$ cat src/rtl/crt_status_sched.sv
// Purpose : shares one serial status pin between three requesters, a cookie slot and LFSR noise.
// Latency : ack/sframe/cookie_slot one clk after the load cycle; first bit on sout one clk later.
// Backpress: requesters hold req until ack; requests are only sampled at packet boundaries.
//
// Ports:
//   clk, reset          clock, asynchronous active-high reset
//   req[2:0]            per-requester packet request, held until ack
//   data0..data2        requester status bytes, captured in the grant cycle
//   ack[2:0]            one-cycle grant pulse (registered)
//   sout                serial output, MSB first, each bit held BIT_DIV clks
//   sframe              high for the whole of a requester-data packet
//   cookie_slot         high for the whole of the cookie packet
//   bit_ena             one-cycle pulse on the last clk of each bit slot
//   pkt_cnt             index of the packet currently being sent
module crt_status_sched #(
    parameter int unsigned BIT_DIV    = 16,
    parameter logic [11:0] COOKIE_PKT = 12'hB68,
    parameter logic [7:0]  COOKIE     = 8'hB2,
    parameter logic [15:0] LFSR_SEED  = 16'hACE1
) (
    input  logic        clk,
    input  logic        reset,
    input  logic [2:0]  req,
    input  logic [7:0]  data0,
    input  logic [7:0]  data1,
    input  logic [7:0]  data2,
    output logic [2:0]  ack,
    output logic        sout,
    output logic        sframe,
    output logic        cookie_slot,
    output logic        bit_ena,
    output logic [11:0] pkt_cnt
);

    localparam int DW = $clog2(BIT_DIV);
    localparam logic [DW-1:0] DIV_LAST = DW'(BIT_DIV - 1);

    logic [DW-1:0] div;
    logic [2:0]    bit_idx;
    logic [7:0]    shreg;
    logic [15:0]   lfsr;
    logic [1:0]    rr_ptr;
    logic          start;

    logic          load;
    logic [11:0]   pkt_next;
    logic          lfsr_fb;
    logic          gnt_vld;
    logic [1:0]    gnt_idx;
    logic [7:0]    gnt_dat;

    assign bit_ena  = (div == DIV_LAST);
    assign load     = start | (bit_ena & (bit_idx == 3'd7));
    // The very first packet after reset keeps index 0; later loads advance it.
    assign pkt_next = start ? pkt_cnt : pkt_cnt + 12'd1;
    assign lfsr_fb  = lfsr[15] ^ lfsr[13] ^ lfsr[12] ^ lfsr[10];

    // Round-robin pick: first requester found scanning upward from rr_ptr.
    always_comb begin
        gnt_vld = |req;
        gnt_idx = 2'd0;
        case (rr_ptr)
            2'd1:    gnt_idx = req[1] ? 2'd1 : (req[2] ? 2'd2 : 2'd0);
            2'd2:    gnt_idx = req[2] ? 2'd2 : (req[0] ? 2'd0 : 2'd1);
            default: gnt_idx = req[0] ? 2'd0 : (req[1] ? 2'd1 : 2'd2);
        endcase
    end

    always_comb begin
        gnt_dat = data0;
        case (gnt_idx)
            2'd1:    gnt_dat = data1;
            2'd2:    gnt_dat = data2;
            default: gnt_dat = data0;
        endcase
    end

    always_ff @(posedge clk or posedge reset) begin
        if (reset) begin
            div         <= '0;
            bit_idx     <= 3'd0;
            pkt_cnt     <= 12'd0;
            shreg       <= 8'd0;
            sout        <= 1'b0;
            sframe      <= 1'b0;
            cookie_slot <= 1'b0;
            ack         <= 3'b000;
            lfsr        <= LFSR_SEED;
            rr_ptr      <= 2'd0;
            start       <= 1'b1;
        end else begin
            start <= 1'b0;
            sout  <= shreg[7];
            ack   <= 3'b000;

            // Hold div at 0 across the start load so packet 0 gets full-length bit slots.
            if (start || bit_ena) begin
                div <= '0;
            end else begin
                div <= div + DW'(1);
            end

            if (bit_ena) begin
                bit_idx <= bit_idx + 3'd1;
                lfsr    <= {lfsr[14:0], lfsr_fb};
            end

            if (load) begin
                pkt_cnt <= pkt_next;
                if (pkt_next == COOKIE_PKT) begin
                    // Cookie outranks requesters; rr_ptr and pending reqs are left alone.
                    shreg       <= COOKIE;
                    cookie_slot <= 1'b1;
                    sframe      <= 1'b0;
                end else if (gnt_vld) begin
                    ack         <= 3'b001 << gnt_idx;
                    shreg       <= gnt_dat;
                    sframe      <= 1'b1;
                    cookie_slot <= 1'b0;
                    rr_ptr      <= (gnt_idx == 2'd2) ? 2'd0 : gnt_idx + 2'd1;
                end else begin
                    shreg       <= lfsr[7:0];
                    sframe      <= 1'b0;
                    cookie_slot <= 1'b0;
                end
            end else if (bit_ena) begin
                shreg <= {shreg[6:0], 1'b0};
            end
        end
    end

endmodule

$ cat config.mk
export PLATFORM = sky130hd
export DESIGN_NAME = crt_status_sched
export DESIGN_NICKNAME = d
export VERILOG_FILES = /design/src/rtl/crt_status_sched.sv
export SDC_FILE = /design/constraint.sdc
export NUM_CORES = 1
export LEC_CHECK = 0
export BUFFER_PORTS_ARGS = -buffer_cell sky130_fd_sc_hd__buf_2
export CELL_PAD_IN_SITES_DETAIL_PLACEMENT = 0
export CELL_PAD_IN_SITES_GLOBAL_PLACEMENT = 2
export CORE_MARGIN = 1
export CORE_UTILIZATION = 31
export DETAILED_ROUTE_END_ITERATION = 8
export PLACE_DENSITY = 0.8
export SLEW_MARGIN = 15
export SYNTH_ARGS = -nofsm -noshare
export SYNTH_HDL_FRONTEND = slang
export SYNTH_SLANG_ARGS = --single-unit
$ cat constraint.sdc
create_clock -name clk -period 2.6 [get_ports clk]
set_clock_uncertainty 0.15 [all_clocks]
set_input_delay 0.65 -clock clk [delete_from_list [all_inputs] [get_ports clk]]
set_output_delay 0.65 -clock clk [all_outputs]
set_load 0.01 [all_outputs]
## Word-level counts from Yosys, hierarchy flattened

Index checks and enable logic that the tools add are counted.

| cells by class | value |
|---|---|
| bitwise logic cells | 6 |
| shift operators | 1 |
| mux-type cells | 21 |
| add/sub/neg operators | 4 |
| reduce and logical (&&, ||, !) cells | 4 |
| eq/ne operators | 7 |

Operators by type and width:

| operator | number |
|---|---|
| $mux W8 | 4 |
| $pmux W8 S2 | 1 |
| $add A12 B1 Y12 const B | 1 |
| $eq A12 B12 Y1 const B | 1 |
| $mux W12 | 1 |
| $mux W2 | 6 |
| $mux W3 | 3 |
| $add A4 B1 Y4 const B | 1 |
| $eq A2 B1 Y1 const B | 2 |
| $eq A2 B2 Y1 const B | 2 |
| $eq A4 B4 Y1 const B | 1 |
| $mux W1 | 4 |
| $mux W4 | 1 |
| $pmux W2 S2 | 1 |
| $add A3 B1 Y3 const B | 1 |
| $eq A3 B3 Y1 const B | 1 |
| $reduce_and A3 Y1 | 1 |
| $reduce_or A3 Y1 | 1 |
| $shl A1 B2 Y3 const A | 1 |
| $xor A1 B1 Y1 | 3 |
| $add A2 B1 Y2 const B | 1 |
| $reduce_bool A2 Y1 | 1 |
| $and A1 B1 Y1 | 1 |
| $logic_or A1 B1 Y1 | 1 |
| other kinds (2) | 2 |

| storage, ports and cells | value |
|---|---|
| output and inout bits | 19 |
| logic and storage cells | 54 |
| register bits after elaboration | 52 |

## Logic depth before layout (Yosys ltp)

| logic depth | value |
|---|---|
| word-level depth | 8 |
| gate-level depth with buffers | 15 |
| depth with buffers taken out | 14 |

## Least setup slack after synthesis

Ideal clock, no wire load.

| path | value |
|---|---|
| path type | register -> register |
| start point | register rr_ptr[0] |
| end point | register shreg[0] |
| cell stages (with the launch flop) | 13 |
| arrival | 2.372 ns |
| slack | -0.044 ns |
| buffers on the path | 2 |
| cells stage by stage | dfrtp_1 -> inv_1 -> ha_1 -> nor2b_1 -> a21oi_1 -> nor2_1 -> a21oi_1 -> ha_1 -> clkbuf_1 -> clkbuf_1 -> o21ai_0 -> o21ai_0 -> a32o_1 |

| between the ends | value |
|---|---|
| longest elaborated chain between the ends | 7 |
| elaborated cells on any way between the ends | 9 |
| classes of those cells | eq/ne: 4; mux: 5 |

Ends and longest elaborated chain:

| element | RTL line | text |
|---|---|---|
| start: declaration | 42 | `logic [1:0] rr_ptr;` |
| start signal: assignment | 120 | `rr_ptr <= (gnt_idx == 2'd2) ? 2'd0 : gnt_idx + 2'd1;` |
| $eq A2 B2 Y1 / $eq A2 B1 Y1 (equally long branches) | 62 | `case (rr_ptr)` |
| $pmux W2 S2 * | 62 |  |
| $eq A2 B2 Y1 / $eq A2 B1 Y1 (equally long branches) | 71 | `case (gnt_idx)` |
| $pmux W8 S2 * | 71 |  |
| $mux W8 * | 115 | `end else if (gnt_vld) begin` |
| $mux W8 * | 110 | `if (pkt_next == COOKIE_PKT) begin` |
| $mux W8 * | 108 | `if (load) begin` |
| end signal: assignment | 117 | `shreg <= gnt_dat;` |
| end signal: assignment | 122 | `shreg <= lfsr[7:0];` |
| end signal: assignment | 127 | `shreg <= {shreg[6:0], 1'b0};` |
| end: declaration | 40 | `logic [7:0] shreg;` |

Every way passes the cells marked *; elsewhere a longest branch is shown, timed or not.
A chain may end at the register's enable or synchronous reset.

## Final worst setup path

| path | value |
|---|---|
| start point | register rr_ptr[0] |
| end point | register shreg[7] |

Same word-level chain as after synthesis.

==> out/qor.txt <==
Area Overhead vs Synth = 25.5%
Die W = 96.4 um
Number of synthesized flops with an enable pin = 0
Critical path buffer and inverter count = 3
CP Class = flop to flop
Post-route ant nets = 0
Clk_lat worst skew = 0.30 ns
Placed Instance Area = 3210 um^2
Grt met1 use = 18.0%
Crit path required time = 2.68 ns
Max frequency = 395 MHz
Vias in the first global route = 2149
Maxcap violations = 0
Site Rows = 34
Util after Layout = 39.9%
Initial DRC count = 111
Largest net degree at the start of global routing = 35
Pins Over Slew Limit = 0
CP max stage delay = 0.39 ns
ANT cells = 0
Fin Setup TNS = 0 ns
Fraction of layout cells with a size suffix above 1 = 31.2%
Most frequent cells in the layout = nand2_1, buf_2, dfrtp_1
GRT Total Usage = 13.9%
Port-buffer cells = 47
Critical Path Fanout Max = 8
Die Ht = 96.4 um
Top_reg_cell synth = dfrtp_1
Worst r2r src = rr_ptr[0]
DRC viols = 0
Cell at the slowest stage of the critical path = dfrtp_1
Seq/Total Area, Yosys = 47.6%
CTS tree = done
Cell breakdown of the critical path = inv_1, ha_4, nor2b_1, o21ai_1, o31a_1, buf_6, ha_4, buf_6, a211oi_2, a21oi_1, a21oi_1, o21bai_1
CP arrival = 2.61 ns
DIE AREA = 9290 um^2
RSZ-0062 raised after global routing = true
Min cycle time layout = 2.53 ns
Final setup violation count = 0
Design area = 3460 um^2
Final WL = 6070 um
Initial Util = 31.8%
Syn Inst Count = 296
Final period util = 97.4%
Hpwl dp = 4360 um
GRT busiest layer = met2
Status = completed
CTS sink count = 52
Congestion Overflow GR = 0
R2R setup slack = 0.07 ns
Initial antenna violation count = 0
Synth async-reset ratio = 100%
First-pass GRT wire length = 9930 um
Worst-path clk slew = 0.10 ns
DR vias/cell = 4.82
Synth warnings = 0
Setup slack after placement = -0.0982 ns
CP Capture Type = flop
CORE AREA = 8680 um^2
Filler cells = 910
Clock root buffer = clkbuf_8
Final hold violation count = 0
Distinct cell type count after synthesis = 44
Power Dens Cells = 833 nW/um^2
Worst r2r dst = shreg[7]
R2R depth = 12
Worst setup path start = rr_ptr[0]
Hold Crit Class = input port to async pin
GR Util met3 = 2.69%
Syn_nets = 336
Final layout net count = 395
Final GP Congestion = 0.787
Register bit count reported by yosys = 52
Post-Synthesis Cell Area = 2760 um^2
# IOs = 48
Mapped Avg Cell Area = 9.32 um^2
Per-cell routed wire length = 13.1 um
TritonCTS Buffers = 5
Router iterations before antenna repair = 6
Commonest non-fill, non-tap cell in the layout = nand2_1
Static Leak = 1.61 nW
Peak supply drop = 0.278 mV
Final setup margin = 0.0668 ns
Hold_buf cts = 0
Vias = 2237
Top Family by Delay on Critical Path = compound AO/OA/AOI/OAI gates
Htree depth = 2
Hold WS = 0.189 ns
Worst setup SP type = flop
Longest Clk Path Bufs = 2
Routing usage on met2 = 24.1%
==> Yosys cell counts (4+ instances only) <==
library cell	instances	area, um^2
a211oi_1	4	30.0
a21oi_1	18	90.1
a22oi_1	8	60.1
and3_1	4	25.0
clkbuf_1	12	45.0
dfrtp_1	43	1080
dfstp_2	9	236
ha_1	11	138
inv_1	9	33.8
nand2_1	65	244
nand3_1	4	20.0
nand4_1	4	25.0
nor2_1	22	82.6
nor2b_1	4	25.0
nor3_1	4	20.0
nor3b_1	5	37.5
o21ai_0	11	55.1
o21bai_1	4	30.0
xnor2_1	16	140
==> report_power, final <==
part           switching, mW  internal [mW]
combinational          0.649          0.701
clock                  0.267          0.216
sequential             0.102          0.952
==> layout make-up <==
class                      count  area [um^2]  share of cell area, %
multi-input combinational    218         1450                   41.8
sequential                    52         1310                   37.9
timing repair buffer          69          434                   12.5
tap                          108          135                   3.90
clock buffer                   6         82.6                   2.38
inverter                       9         36.3                   1.05
clock inverter                 2         15.0                  0.433
==> registers in the layout (all words and copies together) (netlist names) <==
register,cells
ack,3
bit_idx,3
cookie_slot,1
div,4
lfsr,16
pkt_cnt,12
rr_ptr,2
sframe,1
shreg,8
sout,1
start,1
==> cells by family (layout without fill, tap and decap cells) <==
logic type      Yosys count  count (layout)  synth area share, %
compound gates           57              57                 14.2
xor+xnor                 19              19                 6.03
simple gates            127             127                 21.7
buf+inv                  26              86                 3.90
flops                    52              52                 47.6
fa+ha+maj                11              11                 4.99
mux                       3               3                 1.50
other cells               1               1                0.136
==> routing by layer <==
layer	vias to the layer above	routed length, um
met3	2	258
met2	37	3050
met5	-	0
li1	1119	-
met1	1079	2740
met4	0	24
==> worst max-delay path by stage <==
stage / cells past startpoint / endpoint
4_1_cts: 9 / shreg[7]
6_report: 12 / shreg[7]
3_3_place_gp: 10 / shreg[7]
3_5_place_dp: 10 / shreg[7]
2_1_floorplan: 11 / shreg[1]
5_1_grt: 12 / shreg[7]
==> metrics by stage <==
stage / total power, mW / instances
after floorplan: 1.81 / 296
after global placement: 2.10 / 450
after detailed placement: 2.12 / 450
after CTS: 2.63 / 458
after global routing: 3.12 / 464
final: 2.89 / 464
==> what timing repair did <==
action / CTS / global route
setup buffers: 0 / 6
setup endpoints to repair: 7 / 10
pin swaps: 0 / 8
gates resized for setup: 3 / 28
(Power assumes the default switching activity.)
